===== src/rtl/alu_pkg.sv =====
// alu_pkg -- shared constants for the ALU execute stage.
//
// Holds the data-processing opcode encodings (IR[24:21]), the condition
// codes (IR[31:28]), the instruction class encodings (IR[27:26]) and the bit
// positions of N, Z, C and V inside the 4-bit flags vector.
// Small helper functions classify opcodes so the top level and any future
// users agree on which ops are compare-only and which use the adder.

package alu_pkg;

  // Data-processing opcodes, IR[24:21]
  localparam logic [3:0] OP_AND = 4'h0;
  localparam logic [3:0] OP_EOR = 4'h1;
  localparam logic [3:0] OP_SUB = 4'h2;
  localparam logic [3:0] OP_RSB = 4'h3;
  localparam logic [3:0] OP_ADD = 4'h4;
  localparam logic [3:0] OP_ADC = 4'h5;
  localparam logic [3:0] OP_SBC = 4'h6;
  localparam logic [3:0] OP_RSC = 4'h7;
  localparam logic [3:0] OP_TST = 4'h8;
  localparam logic [3:0] OP_TEQ = 4'h9;
  localparam logic [3:0] OP_CMP = 4'hA;
  localparam logic [3:0] OP_CMN = 4'hB;
  localparam logic [3:0] OP_ORR = 4'hC;
  localparam logic [3:0] OP_MOV = 4'hD;
  localparam logic [3:0] OP_BIC = 4'hE;
  localparam logic [3:0] OP_MVN = 4'hF;

  // Condition codes, IR[31:28]
  localparam logic [3:0] COND_EQ = 4'h0;
  localparam logic [3:0] COND_NE = 4'h1;
  localparam logic [3:0] COND_CS = 4'h2;
  localparam logic [3:0] COND_CC = 4'h3;
  localparam logic [3:0] COND_MI = 4'h4;
  localparam logic [3:0] COND_PL = 4'h5;
  localparam logic [3:0] COND_VS = 4'h6;
  localparam logic [3:0] COND_VC = 4'h7;
  localparam logic [3:0] COND_HI = 4'h8;
  localparam logic [3:0] COND_LS = 4'h9;
  localparam logic [3:0] COND_GE = 4'hA;
  localparam logic [3:0] COND_LT = 4'hB;
  localparam logic [3:0] COND_GT = 4'hC;
  localparam logic [3:0] COND_LE = 4'hD;
  localparam logic [3:0] COND_AL = 4'hE;
  localparam logic [3:0] COND_NV = 4'hF;

  // Instruction classes, IR[27:26]
  localparam logic [1:0] CLASS_DP = 2'b00;
  localparam logic [1:0] CLASS_LS = 2'b01;

  // Bit positions inside the {N,Z,C,V} flags vector
  localparam int FLAG_N = 3;
  localparam int FLAG_Z = 2;
  localparam int FLAG_C = 1;
  localparam int FLAG_V = 0;

  // TST/TEQ/CMP/CMN: no register write, flags always updated
  function automatic logic is_test_op(input logic [3:0] op);
    return (op == OP_TST) || (op == OP_TEQ) || (op == OP_CMP) || (op == OP_CMN);
  endfunction

  // Ops whose result and C/V come from the shared adder
  function automatic logic is_arith_op(input logic [3:0] op);
    return (op == OP_SUB) || (op == OP_RSB) || (op == OP_ADD) || (op == OP_ADC) ||
           (op == OP_SBC) || (op == OP_RSC) || (op == OP_CMP) || (op == OP_CMN);
  endfunction

endpackage


===== src/rtl/alu_execute_stage_cond_eval.sv =====
// cond_eval -- purely combinational condition-code evaluator.
//
// Ports:
//   cond  [3:0]  condition field (IR[31:28])
//   flags [3:0]  current architectural {N,Z,C,V}
//   pass         1 when the instruction should execute
//
// Code 1111 is treated as "never" rather than as an unconditional extension
// space, so such instructions simply produce a non-writing entry.

module cond_eval
  import alu_pkg::*;
(
  input  logic [3:0] cond,
  input  logic [3:0] flags,
  output logic       pass
);

  logic n_flag;
  logic z_flag;
  logic c_flag;
  logic v_flag;

  assign n_flag = flags[FLAG_N];
  assign z_flag = flags[FLAG_Z];
  assign c_flag = flags[FLAG_C];
  assign v_flag = flags[FLAG_V];

  always_comb begin
    pass = 1'b0;
    case (cond)
      COND_EQ: pass = z_flag;
      COND_NE: pass = !z_flag;
      COND_CS: pass = c_flag;
      COND_CC: pass = !c_flag;
      COND_MI: pass = n_flag;
      COND_PL: pass = !n_flag;
      COND_VS: pass = v_flag;
      COND_VC: pass = !v_flag;
      COND_HI: pass = c_flag && !z_flag;
      COND_LS: pass = !c_flag || z_flag;
      COND_GE: pass = (n_flag == v_flag);
      COND_LT: pass = (n_flag != v_flag);
      COND_GT: pass = !z_flag && (n_flag == v_flag);
      COND_LE: pass = z_flag || (n_flag != v_flag);
      COND_AL: pass = 1'b1;
      default: pass = 1'b0;  // COND_NV
    endcase
  end

endmodule


===== src/rtl/alu_execute_stage.sv =====
// alu_execute_stage -- ALU execute stage following the barrel shifter.
//
// Performs the 16 data-processing ops, the load/store address add/subtract,
// or a pass-through of the shifter output, gated by the condition field.
// Owns the architectural NZCV register; Flags[1] (C) feeds the shifter's
// carry input. The result is registered behind a valid/ready handshake.
//
// Ports:
//   Clk, Reset         clock, synchronous active-high reset
//   InValid / InReady  upstream handshake (accept = InValid && InReady)
//   IR, Rn             instruction word and first operand
//   ShOut, ShCarry     shifter result (operand 2) and shifter carry-out
//   OutValid/OutReady  downstream handshake toward writeback
//   Result, RdIdx,     registered result, destination index (IR[15:12])
//   RdWrite            and register-write enable
//   Flags              architectural {N,Z,C,V}
//
// Build option: define ALU_SKID_EN to add a one-entry skid register behind
// the output register. InReady then comes straight from a flop, cutting the
// combinational OutReady->InReady path. Flags always update at accept time.

module alu_execute_stage
  import alu_pkg::*;
#(
  parameter int DATA_W    = 32,
  parameter int REG_IDX_W = 4
) (
  input  logic                 Clk,
  input  logic                 Reset,
  input  logic                 InValid,
  output logic                 InReady,
  input  logic [31:0]          IR,
  input  logic [DATA_W-1:0]    Rn,
  input  logic [DATA_W-1:0]    ShOut,
  input  logic                 ShCarry,
  output logic                 OutValid,
  input  logic                 OutReady,
  output logic [DATA_W-1:0]    Result,
  output logic [REG_IDX_W-1:0] RdIdx,
  output logic                 RdWrite,
  output logic [3:0]           Flags
);

  localparam int MSB = DATA_W - 1;

  // ---------------------------------------------------------------- decode
  logic [1:0] ir_class;
  logic [3:0] opcode;
  logic       s_bit;
  logic       u_bit;
  logic       unused_ir;

  assign ir_class  = IR[27:26];
  assign opcode    = IR[24:21];
  assign s_bit     = IR[20];
  assign u_bit     = IR[23];
  assign unused_ir = ^{IR[25], IR[19:16], IR[11:0]};

  logic [3:0] flags_reg;
  logic [3:0] flags_next;
  logic       cond_pass;
  logic       accept;

  cond_eval u_cond_eval (
    .cond  (IR[31:28]),
    .flags (flags_reg),
    .pass  (cond_pass)
  );

  // ------------------------------------------------------- shared adder
  // Every subtract form is built as a + ~b + cin, so the adder carry-out is
  // already the ARM "not borrow" C flag. Load/store reuses the same adder.
  logic [MSB:0]    add_a;
  logic [MSB:0]    add_b;
  logic            add_cin;
  logic [DATA_W:0] add_sum;
  logic            add_v;

  always_comb begin
    add_a   = Rn;
    add_b   = ShOut;
    add_cin = 1'b0;
    if (ir_class == CLASS_LS) begin
      add_b   = u_bit ? ShOut : ~ShOut;
      add_cin = !u_bit;
    end else begin
      case (opcode)
        OP_SUB, OP_CMP: begin
          add_b   = ~ShOut;
          add_cin = 1'b1;
        end
        OP_RSB: begin
          add_a   = ShOut;
          add_b   = ~Rn;
          add_cin = 1'b1;
        end
        OP_ADC: add_cin = flags_reg[FLAG_C];
        OP_SBC: begin
          add_b   = ~ShOut;
          add_cin = flags_reg[FLAG_C];
        end
        OP_RSC: begin
          add_a   = ShOut;
          add_b   = ~Rn;
          add_cin = flags_reg[FLAG_C];
        end
        default: ;  // ADD, CMN and the logical ops: Rn + ShOut
      endcase
    end
  end

  assign add_sum = {1'b0, add_a} + {1'b0, add_b} + {{DATA_W{1'b0}}, add_cin};
  // Signed overflow: operands of equal sign producing a result of the other sign
  assign add_v   = (add_a[MSB] == add_b[MSB]) && (add_sum[MSB] != add_a[MSB]);

  // ------------------------------------------------ data-processing result
  logic [MSB:0] dp_result;

  always_comb begin
    dp_result = add_sum[MSB:0];
    case (opcode)
      OP_AND, OP_TST: dp_result = Rn & ShOut;
      OP_EOR, OP_TEQ: dp_result = Rn ^ ShOut;
      OP_ORR:         dp_result = Rn | ShOut;
      OP_MOV:         dp_result = ShOut;
      OP_BIC:         dp_result = Rn & ~ShOut;
      OP_MVN:         dp_result = ~ShOut;
      default:        dp_result = add_sum[MSB:0];
    endcase
  end

  // ------------------------------------------- entry contents and new flags
  logic [MSB:0]           res_next;
  logic                   wr_next;
  logic [REG_IDX_W-1:0]   rd_idx_next;

  assign rd_idx_next = IR[12 +: REG_IDX_W];

  always_comb begin
    res_next   = '0;
    wr_next    = 1'b0;
    flags_next = flags_reg;
    if (cond_pass) begin
      case (ir_class)
        CLASS_DP: begin
          res_next = dp_result;
          wr_next  = !is_test_op(opcode);
          if (s_bit || is_test_op(opcode)) begin
            flags_next[FLAG_N] = dp_result[MSB];
            flags_next[FLAG_Z] = (dp_result == '0);
            if (is_arith_op(opcode)) begin
              flags_next[FLAG_C] = add_sum[DATA_W];
              flags_next[FLAG_V] = add_v;
            end else begin
              flags_next[FLAG_C] = ShCarry;  // V left as is for logical ops
            end
          end
        end
        CLASS_LS: res_next = add_sum[MSB:0];
        default:  res_next = ShOut;
      endcase
    end
  end

  // ----------------------------------------------------------- flags state
  // Updated on the accept edge so the next instruction sees them at once.
  always_ff @(posedge Clk) begin
    if (Reset) begin
      flags_reg <= 4'b0000;
    end else if (accept) begin
      flags_reg <= flags_next;
    end
  end

  assign Flags = flags_reg;

  // ----------------------------------------------------- output register(s)
  logic                 out_valid_reg;
  logic [MSB:0]         out_result_reg;
  logic [REG_IDX_W-1:0] out_rd_idx_reg;
  logic                 out_rd_write_reg;

  assign accept = InValid && InReady;

`ifdef ALU_SKID_EN
  logic                 skid_valid_reg;
  logic [MSB:0]         skid_result_reg;
  logic [REG_IDX_W-1:0] skid_rd_idx_reg;
  logic                 skid_rd_write_reg;

  // The skid only fills while the output is full, so when it is occupied no
  // accept can happen and it simply waits for the output to drain.
  assign InReady = !skid_valid_reg;

  always_ff @(posedge Clk) begin
    if (Reset) begin
      out_valid_reg     <= 1'b0;
      out_result_reg    <= '0;
      out_rd_idx_reg    <= '0;
      out_rd_write_reg  <= 1'b0;
      skid_valid_reg    <= 1'b0;
      skid_result_reg   <= '0;
      skid_rd_idx_reg   <= '0;
      skid_rd_write_reg <= 1'b0;
    end else if (skid_valid_reg) begin
      if (OutReady) begin
        out_result_reg   <= skid_result_reg;
        out_rd_idx_reg   <= skid_rd_idx_reg;
        out_rd_write_reg <= skid_rd_write_reg;
        skid_valid_reg   <= 1'b0;
      end
    end else if (accept) begin
      if (!out_valid_reg || OutReady) begin
        out_valid_reg    <= 1'b1;
        out_result_reg   <= res_next;
        out_rd_idx_reg   <= rd_idx_next;
        out_rd_write_reg <= wr_next;
      end else begin
        skid_valid_reg    <= 1'b1;
        skid_result_reg   <= res_next;
        skid_rd_idx_reg   <= rd_idx_next;
        skid_rd_write_reg <= wr_next;
      end
    end else if (OutReady) begin
      out_valid_reg <= 1'b0;
    end
  end
`else
  // A drain and a new accept may share the same edge.
  assign InReady = !out_valid_reg || OutReady;

  always_ff @(posedge Clk) begin
    if (Reset) begin
      out_valid_reg    <= 1'b0;
      out_result_reg   <= '0;
      out_rd_idx_reg   <= '0;
      out_rd_write_reg <= 1'b0;
    end else if (accept) begin
      out_valid_reg    <= 1'b1;
      out_result_reg   <= res_next;
      out_rd_idx_reg   <= rd_idx_next;
      out_rd_write_reg <= wr_next;
    end else if (OutReady) begin
      out_valid_reg <= 1'b0;
    end
  end
`endif

  assign OutValid = out_valid_reg;
  assign Result   = out_result_reg;
  assign RdIdx    = out_rd_idx_reg;
  assign RdWrite  = out_rd_write_reg;

endmodule


===== config.mk =====
export PLATFORM = sky130hd
export DESIGN_NAME = alu_execute_stage
export DESIGN_NICKNAME = d
export VERILOG_FILES = /design/src/rtl/alu_pkg.sv /design/src/rtl/alu_execute_stage_cond_eval.sv /design/src/rtl/alu_execute_stage.sv
export SDC_FILE = /design/constraint.sdc
export NUM_CORES = 1
export LEC_CHECK = 0
export BUFFER_PORTS_ARGS = -buffer_cell sky130_fd_sc_hd__buf_2
export CAP_MARGIN = 40
export CORE_MARGIN = 8
export CORE_UTILIZATION = 45
export DETAILED_ROUTE_END_ITERATION = 8
export GPL_TIMING_DRIVEN = 0
export HOLD_SLACK_MARGIN = 0.08
export PLACE_DENSITY = 0.67
export SYNTH_ARGS = -nofsm -noshare
export SYNTH_HDL_FRONTEND = slang
export SYNTH_HIERARCHICAL = 1
export SYNTH_SLANG_ARGS = --single-unit

===== constraint.sdc =====
create_clock -name Clk -period 7.1 [get_ports Clk]
set_input_delay 0 -clock Clk [delete_from_list [all_inputs] [get_ports Clk]]
set_output_delay 0 -clock Clk [all_outputs]
set_load 0.01 [all_outputs]

### Word level (Yosys, flattened, before mapping)

Cells that the tools add are included.

| cells by class | value |
|---|---|
| add/subtract/negate cells | 2 |
| equality and inequality tests | 34 |
| multiplexer cells | 16 |
| bitwise gates (word level) | 6 |
| reduce and logical (&&, ||, !) cells | 38 |

Operator list:

| cell | count |
|---|---|
| 32-bit case mux with 6 select lines | 1 |
| 32-bit 2-to-1 mux | 5 |
| 32-bit case mux with 2 select lines | 2 |
| 32-bit AND | 2 |
| 32-bit NOT | 2 |
| 4-bit == test (second input constant) | 15 |
| 32-bit by 32-bit adder with 33-bit output | 1 |
| 33-bit by 1-bit adder with 33-bit output | 1 |
| 4-bit by 3-bit == test with 1-bit output (second input constant) | 8 |
| 32-bit logical NOT | 1 |
| 32-bit bitwise OR | 1 |
| 32-bit bitwise XOR | 1 |
| 4-bit by 2-bit == test with 1-bit output (second input constant) | 4 |
| 1-bit case mux with 15 select lines | 1 |
| 1-bit logical OR | 14 |
| 3-bit OR reduction | 3 |
| 4-bit by 1-bit == test with 1-bit output (second input constant) | 2 |
| 4-bit logical NOT | 2 |
| 1-bit logical NOT | 7 |
| 1-bit 2-to-1 mux | 6 |
| 2-bit OR reduction | 3 |
| 5-bit AND reduction | 1 |
| 1-bit logical AND | 4 |
| 4-bit AND reduction | 1 |
| 6 further kinds | 8 |

| storage, ports and cells | value |
|---|---|
| register bits after elaboration | 42 |
| input port bits | 101 |
| output and inout bits | 43 |
| logic and storage cells | 102 |

### Longest topological paths before layout

| logic depth | value |
|---|---|
| word-level depth | 9 |
| gate-level depth with buffers | 23 |
| gate-level depth less buffers | 19 |

### Modules after synthesis

The synthesis kept the hierarchy.

Modules (own cells, without submodules):

| module | times used | cells each | area an instance (um2) | sequential area each (um2) |
|---|---|---|---|---|
| alu_execute_stage | 1 | 1,144 | 7,652.3 | 840.8 |
| cond_eval | 1 | 28 | 193.9 | 0.0 |

### Least setup slack after synthesis

OpenSTA, ideal clock, no wires.

| timing | value |
|---|---|
| path type | input to register |
| start point | in IR[22] |
| end point | reg flags_reg[0], in the netlist Flags[0] |
| library setup time | 0.070 ns |
| data arrival time | 4.034 ns |
| required time | 7.030 ns |
| slack | 2.995 ns |
| stages on the path | 22 |
| buffers on the path | 8 |
| cells stage by stage | buf_2 > buf_4 > buf_4 > buf_6 > buf_6 > buf_2 > nor2b_1 > o22ai_1 > clkbuf_1 > o221ai_1 > ha_1 > buf_6 > a21oi_2 > o21ai_2 > a211o_1 > o221a_2 > a31oi_4 > o311ai_2 > or2_2 > xnor2_1 > or3_1 > a21oi_1 |

| on the way | value |
|---|---|
| cells in the longest elaborated chain, start to end | 9 |

RTL lines:

| element | line | text |
|---|---|---|
| from (decl) | alu_execute_stage.sv:32 | `input logic [31:0] IR,` |
| parallel branches: the longest is 9 deep, another holds 32-bit by 32-bit adder with 33-bit output | -- |  |
| to (signal assigned) | alu_execute_stage.sv:171 | `flags_reg <= flags_next;` |
| to (decl) | alu_execute_stage.sv:59 | `logic [3:0] flags_reg;` |

Several ways; the timed one is not identified.
A chain may end at the register's enable or synchronous reset.

### Worst setup path in the final report

| timing | value |
|---|---|
| start point | in IR[21] |
| end point | reg flags_reg[2], in the netlist Flags[2] |

| on the way | value |
|---|---|
| cells in the longest elaborated chain, start to end | 8 |

RTL lines:

| element | line | text |
|---|---|---|
| 4-bit == test (tied with other cells) | alu_pkg.sv:59, alu_execute_stage.sv:87 |  |
| 3-bit OR reduction (no source line) or 2-bit OR reduction (tied branches) | -- |  |
| 32-bit case mux with 2 select lines or 32-bit 2-to-1 mux (tied branches) | alu_execute_stage.sv:87 | `case (opcode)` |
| 32-bit 2-to-1 mux | alu_execute_stage.sv:83 | `if (ir_class == CLASS_LS) begin` |
| 32-bit by 32-bit adder with 33-bit output | alu_execute_stage.sv:112 | `assign add_sum = {1'b0, add_a} + {1'b0, add_b} + {{DATA_W{1'b0}}, add_cin};` |
| 33-bit by 1-bit adder with 33-bit output | alu_execute_stage.sv:112 |  |
| 32-bit case mux with 6 select lines | alu_execute_stage.sv:121 | `case (opcode)` |
| 32-bit logical NOT | alu_execute_stage.sv:150 | `flags_next[FLAG_Z] = (dp_result == '0);` |

Several ways; a longest one is shown, not always the timed one.

==> metrics.txt <==
status=complete, no violations; Routed WL=35300 µm; Worst slew margin=0.364; Final #Nets=1474; share of cells above drive strength 1=0.153; Synth Cell Area=between 7000 and 8000 µm²; gpl congestion=1.01; Setup CP Type=input port to flop; EDFF count, synth=0; Worst-Skew Late Latency=a little under 0.3 ns; crit-path max cell delay=0.56 ns; Die W=148 µm; max frequency=0.177 GHz; Max FO, Critical Path=10; Final Max Slew Viols=0; Port Buffer Count=120; Clock Sinks=42; Int Pwr=between 0.0007 and 0.0008 W; H-tree depth=2; TritonCTS Buffers=5; logic gate share of total power=0.651; Ports=144; Final Skew=0.00969 ns; maxcap violations=0; min Tclk post-route=5.66 ns; FILL cells=1852; Net Switching=0.000678 W; Top FF cell, synth=dfxtp_1; Post-route DRC=0; slowest CP cell=clkbuf_1; post-synthesis sequential element count=42; Clock Power Share=0.163; Critical Path AT=5.89 ns; DP HPWL=27900 µm; WP data required=7.33 ns; Hold Slack=0.0845 ns; GRT overflow=0; WHS Path Cells=3; Post-Syn Instances=1172; DP Worst Slack=1.37 ns; detailed-route wire length per cell=23.0 µm; crit path launch type=input port; Peak VDD IR=between 80 and 90 µV; crit share post-route=0.798; largest net degree at the start of global routing=15; effective utilization at floorplan=0.457; Netlist cell types=91; setup TNS=0 ns; Worst R2R Path Depth=15; area of the multi-input gates=6250 µm²; CTS tree=yes; register area share after synthesis=0.107; syn avg cell area=6.69 µm²; Leak Pwr=4.01 nW; drt pass-1 iters=6; PD cells=154 nW/µm²; CP endpoint kind=flop; unrepaired setup endpoints after global routing=no; CP most frequent cell=buf_2; initial antenna violation count=1; asr flop ratio synth=0; via count=10200; Hold WC Path Type=input port to flop; DRT iter0 DRCs=1173; via/cell ratio=6.65; die height=148 µm; Die ar.=21900 µm²; DRT antenna net count=0; Finish-stage setup viols=0; Yosys warnings=6; Area Growth Syn to Fin=14.3%; Sw Share=0.490; sequential share of power=0.187; core box area=about 17000 µm²; total track usage=0.310; Final Hold Viols=0; clock-pin slew on the worst setup and hold paths=0.06 ns; Mapped Nets=between 1000 and 1500; ant diodes=0; first-pass GRT wire length=roughly 54000 µm; Placed Cells incl. Taps=1517; critical-path cell list=buf_2 -> buf_2 -> buf_1 -> buf_2 -> clkbuf_1 -> o22ai_1 -> a22oi_1 -> clkbuf_1 -> nand2_1 -> o221ai_1 -> ha_1 -> a21oi_1 -> o221a_2 -> o21ai_0 -> a31oi_2 -> a21o_1 -> mux2i_1 -> a2111oi_0 -> and4bb_1 -> nand4_1 -> nand2_1; Final WS setup=1.44 ns; row cnt=48; Worst-Margin Slew=around 0.95 ns; Register Area=about 840 µm²; vias in the first global route=9454; CTS root buffer=clkbuf_16; post-CTS sizing=0; final std cells w/o fill=around 1500; buffer depth of the longest clock path=2
state kept, by name, indices dropped and copies added (netlist names):
name and cells:
Result 32, Flags 4, RdIdx 4, OutValid 1, RdWrite 1
cell type report:
cell class,count,share of cell area
plain buffers,95,0.0495
clock buffers,5,0.0140
clock inverters,3,0.00237
inverters,82,0.0343
multi-input cells,953,0.698
flip-flops and latches,42,0.0938
well taps,225,0.0314
repair buffers,129,0.0770
cells in the mapped netlist (7+ instances only):
master / n / share of area
o21ai_0: 103 / 0.066
nor2b_1: 9 / 0.0072
nand4_1: 10 / 0.0080
a211oi_1: 17 / 0.016
a32oi_1: 9 / 0.010
mux2i_1: 16 / 0.020
a21o_1: 15 / 0.014
a211o_1: 8 / 0.0089
or3_1: 8 / 0.0064
a31oi_1: 11 / 0.0088
o221ai_1: 61 / 0.068
a22oi_1: 34 / 0.033
and3_1: 7 / 0.0056
nor3_1: 16 / 0.010
nand2b_1: 13 / 0.010
a22o_1: 8 / 0.0089
o22ai_1: 10 / 0.0080
buf_2: 34 / 0.022
nor2_1: 78 / 0.037
xor2_1: 14 / 0.016
nand2_1: 165 / 0.079
dfxtp_1: 42 / 0.11
xnor2_1: 20 / 0.022
nand3_1: 34 / 0.022
o211ai_1: 12 / 0.011
ha_1: 63 / 0.10
inv_1: 79 / 0.038
o21ai_1: 10 / 0.0064
clkbuf_1: 51 / 0.024
a21oi_1: 85 / 0.054
worst max-delay path, delay by kind of cell:
family / cells / cell delay, ns
adder cells (fa/ha/maj): 1 / 0.36
buffers and inverters: 6 / 2.08
multiplexers: 1 / 0.12
AO/OA/AOI/OAI: 9 / 2.61
AND/OR/NAND/NOR: 4 / 0.71
final timing paths:
kind | start | end | slack [ns]
hold / removal | ShOut[27] | Result[27]$_SDFFE_PP0P_ | 0.08
setup / recovery | IR[21] | Flags[2]$_SDFFE_PP0P_ | 1.44
hold reg to reg | RdIdx[0]$_SDFFE_PP0P_ | RdIdx[0]$_SDFFE_PP0P_ | 0.45
setup reg to reg | Flags[1]$_SDFFE_PP0P_ | Flags[2]$_SDFFE_PP0P_ | 2.68
cells by family after synthesis:
family,after synthesis,synth area share
adder cells (fa/ha/maj),65,0.106
AND/OR/NAND/NOR,375,0.220
multiplexers,19,0.0252
XOR/XNOR,35,0.0400
AO/OA/AOI/OAI,459,0.407
buffers and inverters,177,0.0958
flip-flops,42,0.107
stage by stage:
| stage | cell area (µm²) | utilization | power, W |
|---|---|---|---|
| finish | 8960 | 0.522 | 0.00138 |
| CTS | 8960 | 0.522 | 0.00136 |
| detailed placement | 8730 | 0.508 | 0.00113 |
| global route | 8960 | 0.522 | 0.00147 |
| global placement | 8730 | 0.508 | 0.00112 |
| floorplan | 7850 | - | 0.000858 |
placed cells by master (no fill, tap or decap), drive strengths merged, types with 14 or more instances in the layout:
cell    count
dfxtp      42
a21oi      86
xnor2      21
nand2     165
a21o       15
ha         63
buf       164
clkbuf     56
nand3      34
xor2       14
inv        81
nor2       79
a22oi      34
mux2i      16
nor3       16
o21ai     116
o221ai     61
a211oi     18
power by group through the flow:
stage / Clock (W) / Sequential [W] / Combinational (W)
finish: 0.000225 / 0.000258 / 0.000900
global route: 0.000241 / 0.000260 / 0.000970
CTS: 0.000228 / 0.000258 / 0.000870
detailed placement: 0 / 0.000263 / 0.000863
global placement: 0 / 0.000263 / 0.000859
floorplan: 0 / 0.000270 / 0.000588
repair_timing:
item                                   CTS  global route
endpoints found under the hold margin    8             0
buffers inserted                         0             0
hold buffers                             9             0
routing by layer:
metal  track usage  part of all wire  wire (µm)
met2         0.495              0.45      15800
met4         0.197             0.066       2310
met5             0           0.00023          8
met3        0.0572              0.10       3660
met1         0.378              0.38      13500
Power figures use the tool's default switching activity.
